==> src/rtl/mac_dot_sequencer.sv <==
// ============================================================================
// Module   : mac_dot_sequencer
// Purpose  : Sequences a shared 4-lane int8 MAC through an arbitrary-length
//            dot product. Optional macro MAC_SEQ_RELU_EN clamps negative
//            results to zero.
// Revision : 1.0 - initial release
// ============================================================================
`default_nettype none

module mac_dot_sequencer #(
  parameter int LEN_W = 16,
  parameter int ACC_W = 32
) (
  input  logic             clk,
  input  logic             rst_n,
  input  logic             start,
  input  logic [LEN_W-1:0] len,
  input  logic [ACC_W-1:0] bias,
  input  logic             abort,
  output logic             busy,
  input  logic             in_valid,
  output logic             in_ready,
  input  logic [31:0]      in_a,
  input  logic [31:0]      in_b,
  output logic [2:0]       mac_valid,
  output logic [31:0]      mac_a,
  output logic [31:0]      mac_b,
  output logic [ACC_W-1:0] mac_sumin,
  input  logic [ACC_W-1:0] mac_out,
  output logic             res_valid,
  input  logic             res_ready,
  output logic [ACC_W-1:0] res_data
);

  typedef enum logic [1:0] {
    S_IDLE = 2'd0,
    S_RUN  = 2'd1,
    S_DONE = 2'd2
  } state_t;

  localparam logic [LEN_W-1:0] c_lanes_max = LEN_W'(4);

  state_t           r_state;
  state_t           w_state_nxt;
  logic [ACC_W-1:0] r_acc;
  logic [LEN_W-1:0] r_remaining;
  logic [2:0]       w_lanes;
  logic             w_load;
  logic             w_accept;
  logic [ACC_W-1:0] w_result;

  // Lane count for the current beat; remaining is never 0 while in RUN.
  assign w_lanes = (r_remaining >= c_lanes_max) ? 3'd4 : r_remaining[2:0];

  always_ff @(posedge clk or negedge rst_n) begin
    if (!rst_n) begin
      r_state <= S_IDLE;
    end else begin
      r_state <= w_state_nxt;
    end
  end

  always_comb begin
    w_state_nxt = r_state;
    w_load      = 1'b0;
    w_accept    = 1'b0;
    in_ready    = 1'b0;
    res_valid   = 1'b0;
    mac_valid   = 3'd1;
    mac_a       = '0;
    mac_b       = '0;
    case (r_state)
      S_IDLE: begin
        if (start && !abort) begin
          w_load      = 1'b1;
          w_state_nxt = (len == '0) ? S_DONE : S_RUN;
        end
      end
      S_RUN: begin
        in_ready  = 1'b1;
        mac_valid = w_lanes;
        mac_a     = in_a;
        mac_b     = in_b;
        if (in_valid && !abort) begin
          w_accept = 1'b1;
          if (LEN_W'(w_lanes) == r_remaining) begin
            w_state_nxt = S_DONE;
          end
        end
      end
      S_DONE: begin
        res_valid = 1'b1;
        if (res_ready) begin
          w_state_nxt = S_IDLE;
        end
      end
      default: w_state_nxt = S_IDLE;
    endcase
    if (abort) begin
      w_state_nxt = S_IDLE;
    end
  end

  // Abort clears the element count but deliberately leaves acc untouched.
  always_ff @(posedge clk or negedge rst_n) begin
    if (!rst_n) begin
      r_acc       <= '0;
      r_remaining <= '0;
    end else if (abort) begin
      r_remaining <= '0;
    end else if (w_load) begin
      r_acc       <= bias;
      r_remaining <= len;
    end else if (w_accept) begin
      r_acc       <= mac_out;
      r_remaining <= r_remaining - LEN_W'(w_lanes);
    end
  end

`ifdef MAC_SEQ_RELU_EN
  assign w_result = r_acc[ACC_W-1] ? '0 : r_acc;
`else
  assign w_result = r_acc;
`endif

  assign busy      = (r_state != S_IDLE);
  assign mac_sumin = r_acc;
  assign res_data  = (r_state == S_DONE) ? w_result : '0;

endmodule

`default_nettype wire

==> config.mk <==
export PLATFORM = sky130hd
export DESIGN_NAME = mac_dot_sequencer
export DESIGN_NICKNAME = d
export VERILOG_FILES = /design/src/rtl/mac_dot_sequencer.sv
export SDC_FILE = /design/constraint.sdc
export NUM_CORES = 1
export LEC_CHECK = 0
export CAP_MARGIN = 20
export CORE_AREA = 3 3 110 112
export CTS_CLUSTER_SIZE = 25
export DETAILED_ROUTE_END_ITERATION = 12
export DIE_AREA = 0 0 113 115
export HOLD_SLACK_MARGIN = 0.08
export PLACE_DENSITY_LB_ADDON = 0.12
export SYNTH_ARGS = -nofsm -noshare
export SYNTH_HDL_FRONTEND = slang
export SYNTH_SLANG_ARGS = --single-unit
==> constraint.sdc <==
create_clock -name clk -period 3.6 [get_ports clk]
set_input_delay 0.9 -clock clk [delete_from_list [all_inputs] [get_ports clk]]
set_output_delay 0.9 -clock clk [all_outputs]
set_load 0.01 [all_outputs]
==> metrics.md <==
| Metric | Value |
|---|---|
| Arrival time at the worst endpoint | `2.59 ns` |
| Static leakage | `between 2 and 3 nW` |
| Share of cells above drive strength 1 | `0.0534` |
| Via Count | `4433` |
| DR vias/cell | `5.08` |
| Final Wtd Congestion | `0.964` |
| Core footprint | `11300 µm²` |
| Synth warnings | `0` |
| Worst slew pin tran | `0.639 ns` |
| H-tree levels | `2` |
| Maximum vdd drop | `0.303 mV` |
| Fraction of registers with async set or reset after synthesis | `1.00` |
| Most used standard cell by instance count after synthesis | `and2_1` |
| Worst r2r src | `r_state[0]$_DFFE_PN0P_` |
| Largest net degree at the start of global routing | `69` |
| Cell Area, Synth | `~3600 µm²` |
| Skew-Pair Late Insertion Delay | `0.29 ns` |
| Final setup violation count | `0` |
| Total negative slack | `0 ns` |
| Vias in the first global route | `4002` |
| Avg Inst Size Synth | `7.70 µm²` |
| Top post-synthesis cells by count | `97 x and2_1, 81 x nand2_1, 50 x dfrtp_1` |
| Routed WL | `16100 µm` |
| Primary FF master, synth | `dfrtp_1` |
| Critical Path Slowest Stage Cell | `clkdlybuf4s50_1` |
| Row count | `39` |
| Worst R2R End | `r_remaining[6]$_DFFE_PN0P_` |
| Slew HR | `0.572` |
| Clk root buf | `clkbuf_16` |
| Final net count | `880` |
| Clk buf depth | `2` |
| Fillcell total | `1018` |
| Crit-path max FO | `6` |
| Antenna Nets Post-Route | `0` |
| Total grt overflow | `0` |
| Reg2reg setup slack | `1.42 ns` |
| Hold-fix buffers at CTS | `0` |
| DR pass1 iterations | `5` |
| Final period utilization | `0.969` |
| Max Cap Violations | `0` |
| Req. time, crit path | `2.70 ns` |
| CTS tree | `done` |
| Number of synthesized flops with an enable pin | `0` |
| Post-CTS setup buffers | `0` |
| Register area share after synthesis | `0.352` |
| Number of buffers added on ports | `~280` |
| Initial antenna violation count | `0` |
| Total track usage | `0.227` |
| Worst-path clk slew | `~0.070 ns` |
| Top-area cell type share of the netlist area | `0.352` |
| Largest delay contributor family on the critical path | `simple AND/OR/NAND/NOR gates` |
| First-pass GRT wire length | `23400 µm` |
| R2R depth | `5` |
| Total Power | `3.56 mW` |
| Worst min path class | `flop to flop` |
| DP HPWL | `approximately 13000 µm` |
| Nature of the critical path endpoint | `output port` |
| Crit path buffers/inverters | `1` |
| Pwr Density | `533 nW/µm²` |
| Resize count post-CTS | `0` |
| Total clock sinks | `50` |
| Peak Freq | `287 MHz` |
| Hold Startpoint | `mac_sumin[21]$_DFFE_PN0P_` |
| Crit path cell chain | `nor4_2 > nand2_1 > nor2_1 > and3_1 > clkdlybuf4s50_1` |
| Hold Path Depth | `2` |
| Hold Violations, Final | `0` |
| RSZ-0062 raised after global routing | `no` |
| ANT cells | `0` |
| Fin. max-slew vios | `0` |
| Worst hold endpoint | `mac_sumin[21]$_DFFE_PN0P_` |
| Die Y | `roughly 120 µm` |
| CP Launch Type | `flop` |
| Starting density of the core | `0.314` |
| Mapped Nets | `612` |
| Io pins | `284` |
| Wire per inst | `18.4 µm` |
| Area leader, netlist | `dfrtp_1` |
| Layout area overhead | `87.8%` |
| Drt drc | `0` |
| Die ar. | `13000 µm²` |
| Largest cells by area after synthesis | `dfrtp_1 35%, and2_1 17%, nand2_1 8.6%, a31oi_1 5.6%, nor2_1 5.1%` |
| Initial DRC count | `521` |
| Hold_ws | `0.567 ns` |
| Count of different cell masters after synthesis | `58` |
| Crit path kind | `flop to output port` |
| Die width | `around 110 µm` |
| Crit-path max cell delay | `0.55 ns` |
| Instance count of the mapped netlist | `461` |
| TritonCTS Buffers | `5` |
| #FFs+latches synth | `50` |
| Final Critical Period | `3.49 ns` |
| Status | `finished, final reports clean` |
| Clk_skew | `approximately 0.0053 ns` |
==> power breakdown <==
group	internal, mW	switching [mW]
Sequential	0.767	0.239
Combinational	1.08	0.965
Clock	0.280	0.225
==> metal layers <==
metal,global-route usage,vias up,routed length (µm)
met2,0.334,256,7100
met1,0.341,2049,7330
met4,0.0361,0,159
met5,0,-,0
li1,-,2112,-
met3,0.0589,16,1490
==> cells in the final DEF (no fill, tap or decap), types with 4 or more instances in the layout <==
| cell | n |
|---|---|
| clkdlybuf4s50_1 | 282 |
| and2_1 | 97 |
| nand2_1 | 81 |
| dfrtp_1 | 50 |
| nor2_1 | 48 |
| a31oi_1 | 32 |
| o21ai_0 | 19 |
| buf_4 | 13 |
| a21oi_1 | 8 |
| nor3_1 | 8 |
| nor4_1 | 7 |
| inv_1 | 5 |
| clkbuf_16 | 5 |
| a21o_1 | 4 |
| nand3_1 | 4 |
| o2bb2ai_1 | 4 |
==> tightest hold or removal path, stage by stage, from the launching register on <==
cell	delay [ns]
dfrtp_1	0.39
nor2_1	0.10
a31oi_1	0.04
==> registers in the layout, indices dropped and copies added, names as in the netlist <==
name and flops:
mac_sumin 32, r_remaining 16, r_state 2
==> area by class of cell <==
| type | count | area (µm²) | area share |
|---|---|---|---|
| Timing Repair Buffer | 296 | 2930 | 0.439 |
| Multi-Input combinational cell | 371 | 2140 | 0.321 |
| Sequential cell | 50 | 1250 | 0.188 |
| Tap cell | 143 | 179 | 0.0268 |
| Clock buffer | 6 | 139 | 0.0208 |
| Inverter | 5 | 18.8 | 0.00281 |
| Clock inverter | 2 | 16.3 | 0.00244 |
==> logic make-up after synthesis <==
family | share of synthesized area
AND/OR/NAND/NOR | 0.405
XOR/XNOR | 0.00247
buffers and inverters | 0.0500
other | 0.00106
multiplexers | 0.00564
AO/OA/AOI/OAI | 0.180
adder cells (fa/ha/maj) | 0.00352
flip-flops | 0.352
==> worst max-delay path by stage <==
stage	startpoint	end	slack (ns)	depth (start not counted)
floorplan	r_remaining[6]$_DFFE_PN0P_	mac_valid[1]	1.31	4
global placement	r_remaining[6]$_DFFE_PN0P_	mac_valid[1]	0.56	5
detailed placement	r_remaining[3]$_DFFE_PN0P_	mac_valid[1]	0.51	5
CTS	r_remaining[6]$_DFFE_PN0P_	mac_valid[1]	0.17	5
global route	r_remaining[6]$_DFFE_PN0P_	mac_valid[1]	0.04	5
finish	r_remaining[6]$_DFFE_PN0P_	mac_valid[1]	0.11	5
==> per-stage QoR <==
stage	cell area (µm²)	setup slack, ns	util	cells
after floorplan	3550	1.31	-	461
after global placement	6510	0.562	0.575	865
after detailed placement	6510	0.510	0.575	865
after CTS	6670	0.174	0.589	873
after global routing	6670	0.0366	0.589	873
final	6670	0.113	0.589	873
(Power assumes the default switching activity.)
